$ cat config.mk
export PLATFORM = sky130hd
export DESIGN_NAME = pipe_ctrl
export DESIGN_NICKNAME = d
export VERILOG_FILES = /design/src/rtl/pipe_ctrl_pkg.sv /design/src/rtl/pipe_ctrl_hazard_detect.sv /design/src/rtl/pipe_ctrl.sv
export SDC_FILE = /design/constraint.sdc
export NUM_CORES = 1
export LEC_CHECK = 0
export CAP_MARGIN = 10
export CORE_UTILIZATION = 46
export CTS_CLUSTER_DIAMETER = 80
export DETAILED_ROUTE_END_ITERATION = 10
export GPL_TIMING_DRIVEN = 0
export MAX_ROUTING_LAYER = met4
export PLACE_DENSITY_LB_ADDON = 0.1
export SLEW_MARGIN = 20
export SYNTH_ARGS = -nofsm -noshare
export SYNTH_HDL_FRONTEND = slang
export SYNTH_SLANG_ARGS = --single-unit
export TNS_END_PERCENT = 20
$ cat constraint.sdc
create_clock -name clk -period 5.5 [get_ports clk]
set_input_delay 0.825 -clock clk [delete_from_list [all_inputs] [get_ports clk]]
set_output_delay 0.825 -clock clk [all_outputs]
set_load 0.01 [all_outputs]
$ cat src/rtl/pipe_ctrl_pkg.sv
// pipe_ctrl_pkg: shared encodings for the 3-stage pipeline sequencer.
// Revision: 1.0
`default_nettype none

package pipe_ctrl_pkg;

  localparam logic [1:0] PC_SEQ   = 2'd0;
  localparam logic [1:0] PC_REDIR = 2'd1;

  localparam logic [1:0] MEM_NONE  = 2'd0;
  localparam logic [1:0] MEM_READ  = 2'd1;
  localparam logic [1:0] MEM_WRITE = 2'd2;

  localparam logic [3:0] CAUSE_ECALL  = 4'd11;
  localparam logic [3:0] CAUSE_EBREAK = 4'd3;
  localparam logic [3:0] CAUSE_BUSERR = 4'd5;

  typedef enum logic [1:0] {
    ST_RUN      = 2'd0,
    ST_MEM_WAIT = 2'd1,
    ST_DRAIN    = 2'd2,
    ST_TRAP     = 2'd3
  } state_t;

  // id folds the EBREAK/ECALL distinction into bit 20 of the trapping PC word
  function automatic logic [3:0] trap_cause_of(input logic ebreak_bit);
    return ebreak_bit ? CAUSE_EBREAK : CAUSE_ECALL;
  endfunction

endpackage

`default_nettype wire

$ cat src/rtl/pipe_ctrl_hazard_detect.sv
// pipe_ctrl_hazard_detect: combinational load-use comparator between EX and ID.
// Revision: 1.0
`default_nettype none

module pipe_ctrl_hazard_detect
  import pipe_ctrl_pkg::*;
(
  input  logic       ex_valid,
  input  logic [1:0] ex_mem_rw,
  input  logic [4:0] ex_rd_waddr,
  input  logic       id_valid,
  input  logic [4:0] id_rs1_raddr,
  input  logic [4:0] id_rs2_raddr,
  output logic       load_use
);

  assign load_use = ex_valid && (ex_mem_rw == MEM_READ) && (ex_rd_waddr != 5'd0) &&
                    id_valid && ((ex_rd_waddr == id_rs1_raddr) || (ex_rd_waddr == id_rs2_raddr));

endmodule

`default_nettype wire

$ cat src/rtl/pipe_ctrl.sv
// pipe_ctrl: PC-write/stall/flush/redirect sequencer with memory wait, FENCE.I drain and trap entry.
// Revision: 1.0
`default_nettype none

module pipe_ctrl
  import pipe_ctrl_pkg::*;
#(
  parameter int FENCEI_CYCLES = 4,
  parameter int MEM_TIMEOUT   = 16,
  parameter int CNT_WIDTH     = 5
) (
  input  logic        clk,
  input  logic        rst,
  input  logic        id_valid,
  input  logic [31:0] id_pc,
  input  logic [4:0]  id_rs1_raddr,
  input  logic [4:0]  id_rs2_raddr,
  input  logic        id_fencei,
  input  logic        id_trap,
  input  logic        ex_valid,
  input  logic [4:0]  ex_rd_waddr,
  input  logic [1:0]  ex_mem_rw,
  input  logic        ex_br_taken,
  input  logic [31:0] ex_br_target,
  input  logic        mem_req,
  input  logic        mem_ack,
  input  logic [31:0] trap_vec,
  output logic        pc_we,
  output logic [1:0]  pc_sel,
  output logic [31:0] redirect_addr,
  output logic        ifid_we,
  output logic        ifid_flush,
  output logic        idex_flush,
  output logic        ex_stall,
  output logic        icache_inv,
  output logic        trap_o,
  output logic [3:0]  trap_cause,
  output logic [31:0] trap_epc,
  output logic [1:0]  state_o
);

  state_t                 state_q, state_d;
  logic [CNT_WIDTH-1:0]   cnt_q, cnt_d;
  logic [3:0]             trap_cause_q, trap_cause_d;
  logic [31:0]            trap_epc_q, trap_epc_d;
  logic [31:0]            fencei_pc_q, fencei_pc_d;
  logic                   load_use;

  pipe_ctrl_hazard_detect u_hazard_detect (
    .ex_valid     (ex_valid),
    .ex_mem_rw    (ex_mem_rw),
    .ex_rd_waddr  (ex_rd_waddr),
    .id_valid     (id_valid),
    .id_rs1_raddr (id_rs1_raddr),
    .id_rs2_raddr (id_rs2_raddr),
    .load_use     (load_use)
  );

  always_comb begin
    state_d       = state_q;
    cnt_d         = cnt_q;
    trap_cause_d  = trap_cause_q;
    trap_epc_d    = trap_epc_q;
    fencei_pc_d   = fencei_pc_q;
    pc_we         = 1'b1;
    pc_sel        = PC_SEQ;
    redirect_addr = '0;
    ifid_we       = 1'b1;
    ifid_flush    = 1'b0;
    idex_flush    = 1'b0;
    ex_stall      = 1'b0;
    icache_inv    = 1'b0;
    trap_o        = 1'b0;

    unique case (state_q)
      ST_RUN: begin
        if (ex_valid && ex_br_taken) begin
          pc_sel        = PC_REDIR;
          redirect_addr = ex_br_target;
          ifid_flush    = 1'b1;
          idex_flush    = 1'b1;
        end else if (mem_req && !mem_ack) begin
          pc_we    = 1'b0;
          ifid_we  = 1'b0;
          ex_stall = 1'b1;
          state_d  = ST_MEM_WAIT;
          cnt_d    = CNT_WIDTH'(1);
        end else if (load_use) begin
          pc_we      = 1'b0;
          ifid_we    = 1'b0;
          idex_flush = 1'b1;
        end else if (id_valid && id_trap) begin
          pc_sel        = PC_REDIR;
          redirect_addr = trap_vec;
          ifid_flush    = 1'b1;
          idex_flush    = 1'b1;
          trap_epc_d    = id_pc;
          trap_cause_d  = trap_cause_of(id_pc[20]);
          state_d       = ST_TRAP;
        end else if (id_valid && id_fencei) begin
          pc_we       = 1'b0;
          ifid_we     = 1'b0;
          icache_inv  = 1'b1;
          fencei_pc_d = id_pc;
          state_d     = ST_DRAIN;
          cnt_d       = CNT_WIDTH'(FENCEI_CYCLES - 1);
        end
      end

      ST_MEM_WAIT: begin
        pc_we    = 1'b0;
        ifid_we  = 1'b0;
        ex_stall = 1'b1;
        if (mem_ack) begin
          pc_we    = 1'b1;
          ifid_we  = 1'b1;
          ex_stall = 1'b0;
          state_d  = ST_RUN;
        end else if (cnt_q == CNT_WIDTH'(MEM_TIMEOUT - 1)) begin
          // PC must load the redirect; fliop1 stays held and is flushed instead
          pc_we         = 1'b1;
          pc_sel        = PC_REDIR;
          redirect_addr = trap_vec;
          ifid_flush    = 1'b1;
          idex_flush    = 1'b1;
          ex_stall      = 1'b0;
          trap_cause_d  = CAUSE_BUSERR;
          trap_epc_d    = id_pc;
          state_d       = ST_TRAP;
        end else begin
          cnt_d = cnt_q + CNT_WIDTH'(1);
        end
      end

      ST_DRAIN: begin
        pc_we      = 1'b0;
        ifid_we    = 1'b0;
        idex_flush = 1'b1;
        if (cnt_q == '0) begin
          pc_we         = 1'b1;
          pc_sel        = PC_REDIR;
          redirect_addr = fencei_pc_q + 32'd4;
          ifid_flush    = 1'b1;
          state_d       = ST_RUN;
        end else begin
          cnt_d = cnt_q - CNT_WIDTH'(1);
        end
      end

      ST_TRAP: begin
        trap_o     = 1'b1;
        ifid_flush = 1'b1;
        idex_flush = 1'b1;
        state_d    = ST_RUN;
      end

      default: state_d = ST_RUN;
    endcase

    if (rst) begin
      pc_we         = 1'b0;
      pc_sel        = PC_SEQ;
      redirect_addr = '0;
      ifid_we       = 1'b0;
      ifid_flush    = 1'b0;
      idex_flush    = 1'b0;
      ex_stall      = 1'b0;
      icache_inv    = 1'b0;
      trap_o        = 1'b0;
    end
  end

  always_ff @(posedge clk or posedge rst) begin
    if (rst) begin
      state_q      <= ST_RUN;
      cnt_q        <= '0;
      trap_cause_q <= '0;
      trap_epc_q   <= '0;
      fencei_pc_q  <= '0;
    end else begin
      state_q      <= state_d;
      cnt_q        <= cnt_d;
      trap_cause_q <= trap_cause_d;
      trap_epc_q   <= trap_epc_d;
      fencei_pc_q  <= fencei_pc_d;
    end
  end

  assign trap_cause = trap_cause_q;
  assign trap_epc   = trap_epc_q;
  assign state_o    = state_q;

endmodule

`default_nettype wire

==> impl_results.md <==
- Finish-stage setup viols: 0
- Area Overhead vs Synth: 52.5%
- Vias in the first global route: approximately 4700
- Seq/Total Area, Yosys: 41.4%
- Crit Path Max Fanout: 10
- Post-synth EDFFs: 0
- Layout cell share with drive strength beyond 1: 15.1%
- Most used DFF post-synth: dfrtp_1
- Diode count: 0
- Leakage: 0.00276 µW
- Post-synthesis cell count: about 440
- Status: finished clean
- Met2 wire length: 7320 µm
- Power per cell area: 432 mW/mm²
- Syn Nets: 570
- # clock sinks: 75
- Final hold slack: 0.500 ns
- CP endpoint kind: primary output
- Max Slew Vio Count: 0
- WL/cell: approximately 19 µm
- RSZ-0062 raised after global routing: false
- Initial antenna violation count: 0
- Clk_skew: 0.0119 ns
- CTS H-tree depth: 3
- Worst-margin pin slew: 0.744 ns
- Placer Congestion: 0.905
- Grt ovf: 0
- Clock buffer count from CTS: 9
- Setup TNS: 0 ns
- CTS Hold Bufs: 0
- Row Count: 35
- Fmax: 196 MHz
- Ys Warns: 0
- Min-delay worst type: flop to flop
- Max transition margin: 50.0%
- First-pass GRT wire length: approximately 23000 µm
- Clock buffer depth: 2
- Period minus WS final: ~5.1 ns
- Worst VDD drop: 0.217 mV
- Dpl hpwl: 11700 µm
- Vias: 4432
- Max Used Layer: met4
- Startpoint types: primary input
- Critical path data required time: 4.68 ns
- Number of remaining DRC errors: 0
- Number of synthesized register bits: 75
- Pwr Total: 2980 µW
- Final Cycle Share: 92.6%
- Die span in x: 101 µm
- IO Port Bufs: 199
- Antenna-violating nets left: 0
- Routed length on met3: approximately 1300 µm
- Top Ports: 201
- Post-layout nets: 781
- Clock slew seen by the registers of the worst setup and hold paths: about 0.080 ns
- Die area: 0.0102 mm²
- # resized after CTS: 0
- Largest net degree at the start of global routing: 50
- Post-CTS Setup Inserts: 0
- Max cap viols: 0
- CTS tree: yes
- CORE AREA: about 0.0094 mm²
- Vias per cell: 5.65
- CP Class: primary input to primary output
- Die Ht: approximately 100 µm
- Ys async rst share: between 90% and 100%
- Worst skew pair latency: 0.35 ns
- Starting Density: roughly 48%
- Unique cell type count in the Yosys netlist: 50
- Endpoints failing hold: 0
- Final WL: 14900 µm
- Worst Path Arrival: 4.27 ns
- Syn Area/Cell: about 10 µm²
- Met1 WL: 6020 µm
- Iter 0 DRT Violations: 264
- GRT Util Overall: a little under a third
- CTS root buffer: clkbuf_8
- Drt pass-1 iters: 5
- Post-Synthesis Cell Area: 0.00453 mm²
[path summary, 6_finish.rpt]
path                                start                 to  slack (ns)  cells past startpoint
setup reg to reg               state_o[1]     fencei_pc_q[1]        2.96                      7
hold / removal              trap_cause[0]      trap_cause[0]        0.50                      1
hold reg to reg             trap_cause[0]      trap_cause[0]        0.50                      1
setup / recovery           ex_rd_waddr[1]  redirect_addr[22]        0.41                     10
max in group asynchronous             rst    fencei_pc_q[22]        3.90                      3
min in group asynchronous             rst     fencei_pc_q[3]        1.04                      2
[cell usage after synthesis, drive strengths merged, types with 2 or more instances]
master / instances / area (µm²)
a21o: 2 / 15.0
a21oi: 13 / 76.3
a222oi: 29 / 290
a22oi: 2 / 15.0
a31oi: 2 / 12.5
and3: 7 / 43.8
buf: 12 / 98.8
clkbuf: 11 / 41.3
dfrtp: 75 / 1880
ha: 8 / 100
inv: 12 / 45.0
mux2: 65 / 732
mux2i: 2 / 20.0
nand2: 27 / 101
nand2b: 2 / 12.5
nand3: 16 / 80.1
nand4: 10 / 62.6
nor2: 54 / 203
nor3: 9 / 56.3
nor4: 5 / 37.5
o21ai: 17 / 100
or2: 2 / 12.5
or3: 2 / 12.5
or4: 2 / 18.8
xnor2: 20 / 175
xor2: 20 / 175
[registers in the layout, summed over array words and instances (netlist names)]
register	cells
state_o	2
trap_cause	4
cnt_q	5
trap_epc	32
fencei_pc_q	32
[worst max-delay path: stages]
cell	delay [ns]
clkdlybuf4s50_1	0.57
xor2_1	0.21
nor3_1	0.10
a22oi_1	0.49
o21ai_4	0.18
o21ai_1	0.63
buf_2	0.39
a222oi_1	0.11
nor2_1	0.16
clkdlybuf4s50_1	0.60
[cell usage in the layout, fill, tap and decap left out, drive strengths merged, types with 16 or more instances in the layout]
cell type and count:
clkdlybuf4s50 199, nor2 54, o21ai 17, clkbuf 22, nand2 27, xor2 20, dfrtp 75, mux2 65
nand3 16, xnor2 20, a222oi 29
[logic make-up after synthesis]
group           share of synthesized area (%)
compound gates                           12.5
xor+xnor                                 7.74
fa+ha+maj                                2.65
simple gates                             14.9
mux                                      16.6
flops                                    41.4
buf+inv                                  4.09
other cells                            0.0828
[report_power, final]
part | internal (µW) | switching (µW)
sequential | 823 | 247
combinational | 831 | 655
clock | 212 | 217
[layer usage]
layer  GRT usage (%)  vias to the layer above
met5               -                        -
met4            10.0                        0
met3            7.94                       28
met2            52.5                      217
met1            35.8                     2146
li1                -                     2041
[layout make-up]
type | instances | area [µm²]
fillers | 701 | 2470
multi-input cells | 329 | 2470
repair buffers | 200 | 2020
flip-flops and latches | 75 | 1880
well taps | 129 | 161
plain buffers | 23 | 140
clock buffers | 11 | 131
clock inverters | 5 | 61.3
inverters | 12 | 47.5
[per-stage QoR]
step	instances	cell area (µm²)	utilization, %	worst slack (ns)
after global routing	784	6900	73.7	0.234
after CTS	784	6900	73.7	0.423
after floorplan	439	4530	-	1.87
final	784	6900	73.7	0.407
after detailed placement	768	6710	71.6	0.431
after global placement	767	6680	71.3	0.0331
Note: power is estimated with default switching activity, not from simulation.
